`config.mk`:
```
export PLATFORM = sky130hd
export DESIGN_NAME = ulpi_reg_access
export DESIGN_NICKNAME = d
export VERILOG_FILES = /design/src/rtl/ulpi_pkg.sv /design/src/rtl/ulpi_reg_access.sv
export SDC_FILE = /design/constraint.sdc
export NUM_CORES = 1
export LEC_CHECK = 0
export CAP_MARGIN = 20
export CORE_UTILIZATION = 45
export DETAILED_ROUTE_END_ITERATION = 8
export GPL_ROUTABILITY_DRIVEN = 0
export GPL_TIMING_DRIVEN = 1
export HOLD_SLACK_MARGIN = 0.15
export MAX_ROUTING_LAYER = met4
export PLACE_DENSITY_LB_ADDON = 0.08
export SLEW_MARGIN = 5
export SYNTH_ARGS = -nofsm -noshare
export SYNTH_HDL_FRONTEND = slang
export SYNTH_SLANG_ARGS = --single-unit
```
`constraint.sdc`:
```
create_clock -name clk_i -period 1.9 [get_ports clk_i]
set_clock_uncertainty 0.15 [all_clocks]
set_input_delay 0.38 -clock clk_i [delete_from_list [all_inputs] [get_ports clk_i]]
set_output_delay 0.38 -clock clk_i [all_outputs]
set_load 0.01 [all_outputs]
```
`src/rtl/ulpi_pkg.sv`:
```
`default_nettype none
// ============================================================================
//  Module      : ulpi_pkg
//  Description : Shared ULPI definitions. Holds the TX CMD prefixes for
//                register access, the PHY register addresses the link
//                programs at bring-up, and the state encoding of the
//                register-access engine.
//  Revision    : 1.0  initial release
// ============================================================================
package ulpi_pkg;

    // TX CMD byte = {prefix, 6-bit immediate address}
    localparam logic [1:0] ULPI_CMD_REGW = 2'b10;
    localparam logic [1:0] ULPI_CMD_REGR = 2'b11;

    // PHY register addresses
    localparam logic [5:0] FUNC_CTRL = 6'h04;
    localparam logic [5:0] OTG_CTRL  = 6'h0A;
    localparam logic [5:0] SCRATCH   = 6'h16;

    typedef enum logic [2:0] {
        ST_IDLE     = 3'd0,
        ST_CMD      = 3'd1,
        ST_WDATA    = 3'd2,
        ST_STP      = 3'd3,
        ST_RD_TURN  = 3'd4,
        ST_RD_DATA  = 3'd5,
        ST_WAIT_BUS = 3'd6
    } ulpi_state_e;

    // Builds the immediate-address register TX CMD byte.
    function automatic logic [7:0] ulpi_tx_cmd(input logic       write,
                                               input logic [5:0] addr);
        return {(write ? ULPI_CMD_REGW : ULPI_CMD_REGR), addr};
    endfunction

endpackage : ulpi_pkg
`default_nettype wire

```
`src/rtl/ulpi_reg_access.sv`:
```
`default_nettype none
// ============================================================================
//  Module      : ulpi_reg_access
//  Description : Link-side ULPI register-access engine. Issues PHY register
//                write/read TX CMDs on the shared ULPI bus, yields the bus
//                whenever the PHY asserts dir (retrying the command later),
//                and returns completion / read data on a request/response
//                interface. A per-request timer aborts with an error
//                response after TIMEOUT_CYCLES.
//  Ports       : clk_i, rst_i            ULPI clock, sync active-high reset
//                ulpi_data_i/o, ulpi_dir_i, ulpi_nxt_i, ulpi_stp_o
//                                        ULPI link signals (tri-state at top)
//                req_valid_i/ready_o, req_write_i, req_addr_i, req_data_i
//                                        register access request
//                resp_valid_o, resp_data_o, resp_err_o
//                                        one-cycle completion pulse
//                busy_o                  request pending
//  Revision    : 1.0  initial release
// ============================================================================
module ulpi_reg_access
    import ulpi_pkg::*;
#(
    parameter int unsigned TIMEOUT_CYCLES = 255
) (
    input  logic       clk_i,
    input  logic       rst_i,
    input  logic [7:0] ulpi_data_i,
    output logic [7:0] ulpi_data_o,
    input  logic       ulpi_dir_i,
    input  logic       ulpi_nxt_i,
    output logic       ulpi_stp_o,
    input  logic       req_valid_i,
    output logic       req_ready_o,
    input  logic       req_write_i,
    input  logic [5:0] req_addr_i,
    input  logic [7:0] req_data_i,
    output logic       resp_valid_o,
    output logic [7:0] resp_data_o,
    output logic       resp_err_o,
    output logic       busy_o
);

    localparam int unsigned TW = $clog2(TIMEOUT_CYCLES + 1);

    // The timer reads k in the k-th cycle after acceptance. A TX abort needs
    // one extra cycle in STP, so it is decided one cycle earlier than an
    // abort from the other states; both land the error response exactly
    // TIMEOUT_CYCLES after acceptance.
    localparam logic [TW-1:0] TX_LIMIT   = TW'(TIMEOUT_CYCLES - 2);
    localparam logic [TW-1:0] IDLE_LIMIT = TW'(TIMEOUT_CYCLES - 1);
    localparam logic [TW-1:0] TMR_ONE    = TW'(1);

    ulpi_state_e   state_q, state_d;
    logic          dir_q;
    logic          pending_q, pending_d;
    logic          abort_q, abort_d;
    logic          write_q, write_d;
    logic [5:0]    addr_q, addr_d;
    logic [7:0]    wdata_q, wdata_d;
    logic [TW-1:0] timer_q, timer_d;
    logic          resp_valid_q, resp_valid_d;
    logic [7:0]    resp_data_q, resp_data_d;
    logic          resp_err_q, resp_err_d;

    logic          req_fire;
    logic          tx_expire;
    logic          expire;

    // A turnaround cycle is needed after dir falls, hence the dir_q term.
    assign req_ready_o = (state_q == ST_IDLE) & ~ulpi_dir_i & ~dir_q;
    assign req_fire    = req_valid_i & req_ready_o;

    assign tx_expire = pending_q & (timer_q >= TX_LIMIT);
    assign expire    = pending_q & (timer_q >= IDLE_LIMIT);

    assign resp_valid_o = resp_valid_q;
    assign resp_data_o  = resp_data_q;
    assign resp_err_o   = resp_err_q;
    assign busy_o       = req_fire | pending_q | resp_valid_q;

    // Bus drive is a pure decode of the state register, so the write data
    // byte can only appear after WDATA was entered on a TX CMD nxt.
    always_comb begin
        ulpi_data_o = 8'h00;
        ulpi_stp_o  = 1'b0;
        case (state_q)
            ST_CMD:   ulpi_data_o = ulpi_tx_cmd(write_q, addr_q);
            ST_WDATA: ulpi_data_o = wdata_q;
            ST_STP:   ulpi_stp_o  = 1'b1;
            default:  ulpi_data_o = 8'h00;
        endcase
    end

    always_comb begin
        state_d      = state_q;
        pending_d    = pending_q;
        abort_d      = abort_q;
        write_d      = write_q;
        addr_d       = addr_q;
        wdata_d      = wdata_q;
        timer_d      = pending_q ? (timer_q + TMR_ONE) : timer_q;
        resp_valid_d = 1'b0;
        resp_data_d  = resp_data_q;
        resp_err_d   = 1'b0;

        case (state_q)
            ST_IDLE: begin
                if (req_fire) begin
                    write_d   = req_write_i;
                    addr_d    = req_addr_i;
                    wdata_d   = req_data_i;
                    pending_d = 1'b1;
                    abort_d   = 1'b0;
                    timer_d   = TMR_ONE;
                    state_d   = ST_CMD;
                end
            end

            ST_CMD: begin
                if (tx_expire) begin
                    abort_d = 1'b1;
                    state_d = ST_STP;
                end else if (ulpi_dir_i) begin
                    state_d = ST_WAIT_BUS;
                end else if (ulpi_nxt_i) begin
                    state_d = write_q ? ST_WDATA : ST_RD_TURN;
                end
            end

            ST_WDATA: begin
                if (tx_expire) begin
                    abort_d = 1'b1;
                    state_d = ST_STP;
                end else if (ulpi_dir_i) begin
                    state_d = ST_WAIT_BUS;
                end else if (ulpi_nxt_i) begin
                    state_d = ST_STP;
                end
            end

            // Completes both a normal write and a timed-out TX command.
            ST_STP: begin
                state_d      = ST_IDLE;
                pending_d    = 1'b0;
                resp_valid_d = 1'b1;
                resp_err_d   = abort_q;
                resp_data_d  = abort_q ? 8'h00 : wdata_q;
            end

            ST_RD_TURN: begin
                if (expire) begin
                    pending_d    = 1'b0;
                    resp_valid_d = 1'b1;
                    resp_err_d   = 1'b1;
                    resp_data_d  = 8'h00;
                    state_d      = ulpi_dir_i ? ST_WAIT_BUS : ST_IDLE;
                end else if (ulpi_dir_i && !ulpi_nxt_i) begin
                    state_d = ST_RD_DATA;
                end else if (ulpi_dir_i && ulpi_nxt_i) begin
                    // RX CMD preempted the read; retry once the bus is free.
                    state_d = ST_WAIT_BUS;
                end
            end

            ST_RD_DATA: begin
                pending_d    = 1'b0;
                resp_valid_d = 1'b1;
                resp_data_d  = ulpi_data_i;
                state_d      = ST_WAIT_BUS;
            end

            ST_WAIT_BUS: begin
                if (expire) begin
                    pending_d    = 1'b0;
                    resp_valid_d = 1'b1;
                    resp_err_d   = 1'b1;
                    resp_data_d  = 8'h00;
                    state_d      = ulpi_dir_i ? ST_WAIT_BUS : ST_IDLE;
                end else if (!(ulpi_dir_i || dir_q)) begin
                    state_d = pending_q ? ST_CMD : ST_IDLE;
                end
            end

            default: begin
                state_d   = ST_IDLE;
                pending_d = 1'b0;
            end
        endcase
    end

    always_ff @(posedge clk_i) begin
        if (rst_i) begin
            state_q      <= ST_IDLE;
            dir_q        <= 1'b0;
            pending_q    <= 1'b0;
            abort_q      <= 1'b0;
            write_q      <= 1'b0;
            addr_q       <= 6'h00;
            wdata_q      <= 8'h00;
            timer_q      <= '0;
            resp_valid_q <= 1'b0;
            resp_data_q  <= 8'h00;
            resp_err_q   <= 1'b0;
        end else begin
            state_q      <= state_d;
            dir_q        <= ulpi_dir_i;
            pending_q    <= pending_d;
            abort_q      <= abort_d;
            write_q      <= write_d;
            addr_q       <= addr_d;
            wdata_q      <= wdata_d;
            timer_q      <= timer_d;
            resp_valid_q <= resp_valid_d;
            resp_data_q  <= resp_data_d;
            resp_err_q   <= resp_err_d;
        end
    end

endmodule : ulpi_reg_access
`default_nettype wire
```
# Word level (Yosys, flattened, before mapping)
# Index checks and enable logic that the tools add are counted.
[word_totals] out_inout_bits=21 word_cells=86 reg_bits=39 inputBits=28
[op_classes] n_eq_ne=13 addsub=1 order_cmp=2 reduce_logical=15 muxes=34 bitwise_logic=10
[ops] cell="$mux 3" n=14
[ops] cell="$mux 8" n=5
[ops] cell="$pmux 8 s3" n=1
[ops] cell="$pmux 3 s6" n=1
[ops] cell="$ge 8x8->1 const B" n=2
[ops] cell="$pmux 8 s2" n=1
[ops] cell="$ne 4x4->1 const B" n=3
[ops] cell="$eq 3x3->1 const B" n=3
[ops] cell="$add 8x1->8 const B" n=1
[ops] cell="$mux 1" n=8
[ops] cell="$eq 3x2->1 const B" n=2
[ops] cell="$pmux 1 s2" n=3
[ops] cell="$reduce_and 3->1" n=2
[ops] cell="$reduce_or 2->1" n=3
[ops] cell="$and 1x1->1" n=5
[ops] cell="$reduce_and 5->1" n=1
[ops] cell="$ne 2x1->1 const B" n=2
[ops] cell="$reduce_and 2->1" n=2
[ops] cell="$eq 3x1->1 const B" n=1
[ops] cell="$logic_not 3->1" n=1
[ops] cell="$ne 3x3->1 const B" n=1
[ops] cell="$not 1->1" n=3
[ops] cell="$pmux 1 s3" n=1
[ops] cell="$reduce_bool 3->1" n=1
[ops] cell="other kinds (6)" n=8

# Depth between registers and ports, before layout
[depth] depth_word=6 depth_mapped=8 ltp_nobuf=7

# Least setup slack after synthesis
# No wires, ideal clock.
[synth_timing] kind="register to register" start="register timer_q[1]" end="register state_q[2]" required_ps=1662 period_less_slack_ps=2056 slack_ps=-156 stages_incl_launch_ff=9 n_path_buf=1 setup_ps=88 arrival_time_ps=1817 path_cell_list="dfxtp_1 inv_1 ha_1 nand2b_1 and4_4 buf_6 o32a_1 o211a_1 o32ai_2"
[synth_via] elab_chain_cells=4 word_cells_on_any_way=14 cone_classes="order compare: 2; eq/ne: 4; mux: 5; bitwise: 2; reduce/logical: 1"
[synth_lines] element="from (decl)" line="ulpi_reg_access.sv:60" rtl="logic [TW-1:0] timer_q, timer_d;"
[synth_lines] element="from (signal assigned)" line="ulpi_reg_access.sv:212" rtl="timer_q <= timer_d;"
[synth_lines] element="$ge 8x8->1, on equally long branches" line="ulpi_reg_access.sv:74, ulpi_reg_access.sv:73"
[synth_lines] element="$and 1x1->1, on equally long branches" line="ulpi_reg_access.sv:74, ulpi_reg_access.sv:73"
[synth_lines] element="$ne 4x4->1 (no source line) (tied with other cells)"
[synth_lines] element="$reduce_and 5->1 (no source line) or $pmux 3 s6 (tied branches)"
[synth_lines] element="to (signal assigned)" line="ulpi_reg_access.sv:205" rtl="state_q <= state_d;"
[synth_lines] element="to (decl)" line="ulpi_reg_access.sv:53" rtl="ulpi_state_e state_q, state_d;"
# Parallel ways exist; a longest one is shown, timed or not.
# A chain may end at the register's enable or synchronous reset.

# Final worst setup path
[layout_timing] start="register timer_q[1]" end="register state_q[1]"
# The elaborated chain is that of the path after synthesis.

==> impl_metrics.yaml <==
status:
  status: "finished with violations"
  violations: "negative setup slack"
floorplan:
  core-area_mm2: 0.00441
  row_count: 24
  die_h_um: 70.4
  start_util: 0.478
  dieArea_mm2: 0.00496
  die-width_um: 70.4
  top_level_ports: 49
timing:
  min_period_ps: 2110
  rsz0062_at_grt: "yes"
  post-route-period-util: 1.11
  setup_viol: 16
  setup_ws_ps: -207
  maxSlewViolCount: 0
  worst_pin_slew_ps: 954
  slew_headroom: 0.362
  finalHoldViolCount: 0
  fmax_mhz: 475
logic_synthesis:
  syn_area_mm2: 0.00211
  yosysMostFrequentCell: "nand2_1"
  synthFlopType: "dfxtp_1"
  syn-num-nets: 297
  ys_seq_area_frac: 0.370
  synthTopCellsByArea: "dfxtp_1 (37%), nand2_1 (7.1%), a21oi_1 (5.2%)"
  synthDistinctLibCells: 44
  synth_top_cell_area_share: 0.370
  synth_common_cells: "nand2_1 (40), dfxtp_1 (39), nor2_1 (23)"
  ys_async_sr_fraction: 0
  yosysTopAreaCell: "dfxtp_1"
  ys.warnings.count: 0
  syn_avg_cell_area_um2: 7.96
  syn_inst: 265
  synth_edf_count: 0
  ys_ff_latch: 39
drt:
  drtIter0Drc: 214
  drt_pass1_iterations: 4
  drc: 0
  vias_per_cell: 5.75
  antenna_left: 0
  vias: 2431
  wl_mm: 7.05
  wl_per_cell_um: 16.7
place:
  port_buffers: 48
  dpl.hpwl_mm: 4.36
  placed_cell_area_mm2: 0.00307
  dpl.cell_count: 402
power:
  internal-power_w: 0.00238
  pwr-share-comb: 0.513
  seq_power_share: 0.278
  powerDensity_mw_per_mm2: 1070
  switchingPower_w: 0.00137
  ir_drop_uv: 560
  total_leakage_power_nw: 1.47
  clkPwrFrac: 0.209
  sw_frac_of_total: 0.365
critical_path:
  cp.depth: 7
  critPathTopFamily: "compound AO/OA/AOI/OAI gates"
  required_ps: 1940
  r2r_start: "timer_q[1]"
  rr_worst_depth: 7
  path_class: "flip-flop to flip-flop"
  path_cells: "buf_4, o211ai_1, buf_4, or3_4, o211ai_1, a221oi_2, a221oi_2"
  cp_max_fo: 5
  critPathBufInv: 2
  slowest_delay_ps: 430
  cpMaxStageDelayCell: "or3_4"
  endpoint_kind: "flip-flop"
  start_kind: "flip-flop"
  cp.arrival_ps: 2150
  crit_path_start: "timer_q[1]"
global_route:
  antenna_found_initial: 0
  use_met3: 0.0620
  grt_max_degree: 40
  met2_usage: 0.454
  overflow: 0
  grt_pass1_vias: 2219
  met1_usage: 0.373
  grt.total_usage: 0.287
  grt_pass1_wl_mm: 10.9
  grt_busiest_layer: "met2"
cells_and_area:
  area_growth_syn_to_layout_pct: 66.5
  diodes: 0
  layout.nets: 402
  stdcell_count: 423
  final_util: 0.795
  drive_above_1_share: 0.358
  final_area_mm2: 0.00351
clock_network:
  clkTransAtPathRegs_ps: 80
  cts-buffers-inserted: 5
  cts_buffer_depth: 2
  hold_buffers: 0
  insertion_delay_ps: 290
  clockRootBuffer: "clkbuf_8"
  cts_tree: "done"
  cts_sinks: 39
  ctsHtreeMaxLevel: 2
hold_path:
  hp-start: "addr_q[3]"
  min_path_cells: 2
  hold_class: "flip-flop to flip-flop"
flow_run:
  drv_cap: 0
==> worst reg2reg max path, stage by stage, from the launching register on <==
cell and delay [ps]:
dfxtp_4 380, buf_4 130, o211ai_1 130, buf_4 160, or3_4 430, o211ai_1 230
a221oi_2 100, a221oi_2 310
==> per-layer routing <==
| metal | vias to the layer above | part of all wire |
|---|---|---|
| met5 | - | 0 |
| met3 | 13 | 0.050 |
| met1 | 1162 | 0.44 |
| met2 | 80 | 0.50 |
| met4 | 0 | 0.014 |
| li1 | 1176 | - |
==> worst paths after layout <==
kind	end	slack, ps
setup / recovery	state_q[1]	-210
hold / removal	addr_q[3]	310
setup reg to reg	state_q[1]	-210
hold reg to reg	addr_q[3]	310
==> state kept, by name, summed over array words and instances (netlist names) <==
name,flops
dir_q,1
resp_err_o,1
pending_q,1
write_q,1
resp_valid_o,1
addr_q,6
state_q,3
timer_q,8
resp_data_o,8
abort_q,1
wdata_q,8
==> what timing repair did <==
action / 4_1_cts / 5_1_grt
gates cloned: 3 / 0
resized for setup: 50 / 40
setup endpoints to repair: 22 / 23
pin swaps: 5 / 21
setup buffers: 3 / 8
==> layout by cell type, fill, tap and decap left out, drive strengths merged, types with 3 or more instances in the layout <==
cell type,instances
or3,4
ha,4
o31ai,3
o21ai,3
buf,78
a21oi,22
nor3,20
a22oi,11
nand3,3
clkbuf,9
nor2b,11
nor2,23
and3,4
xor2,6
clkdlybuf4s50,36
a221oi,10
nand4,4
inv,6
o211ai,4
nand2,40
a22o,7
dfxtp,39
==> logic make-up (layout without fill, tap and decap cells) <==
family / Yosys count / after routing / share of synthesized area
simple gates: 113 / 113 / 0.255
compound gates: 73 / 73 / 0.253
flops: 39 / 39 / 0.370
buf+inv: 27 / 133 / 0.0605
xor+xnor: 8 / 8 / 0.0332
fa+ha+maj: 4 / 4 / 0.0237
mux: 1 / 1 / 0.00475
==> area by class of cell <==
| class | count | area [um^2] |
|---|---|---|
| Multi-Input combinational cell | 199 | 1430 |
| Timing Repair Buffer | 119 | 1070 |
| Fill cell | 312 | 905 |
| Sequential cell | 39 | 792 |
| Clock buffer | 7 | 97.6 |
| Tap cell | 52 | 65.1 |
| Clock inverter | 1 | 30.0 |
| Inverter | 6 | 25.0 |
==> power groups by stage <==
| stage | clock network, W | registers, W | logic, W |
|---|---|---|---|
| 4_1_cts | 0.000787 | 0.00103 | 0.00174 |
| 2_1_floorplan | 0 | 0.00104 | 0.000840 |
| 5_1_grt | 0.000824 | 0.00106 | 0.00206 |
| 3_3_place_gp | 0 | 0.00103 | 0.00154 |
| 6_report | 0.000782 | 0.00104 | 0.00193 |
| 3_5_place_dp | 0 | 0.00103 | 0.00156 |
==> stage by stage <==
step                setup WS, ps  TNS (ps)  power [W]  hold slack, ps
detailed placement          -557     -2750    0.00259             298
CTS                         -189     -2230    0.00355             309
finish                      -207     -1810    0.00375             306
floorplan                  -51.0      -236    0.00188             286
global route                -297     -3280    0.00394             324
global placement            -564     -2300    0.00257             293
Note: power is estimated with default switching activity, not from simulation.
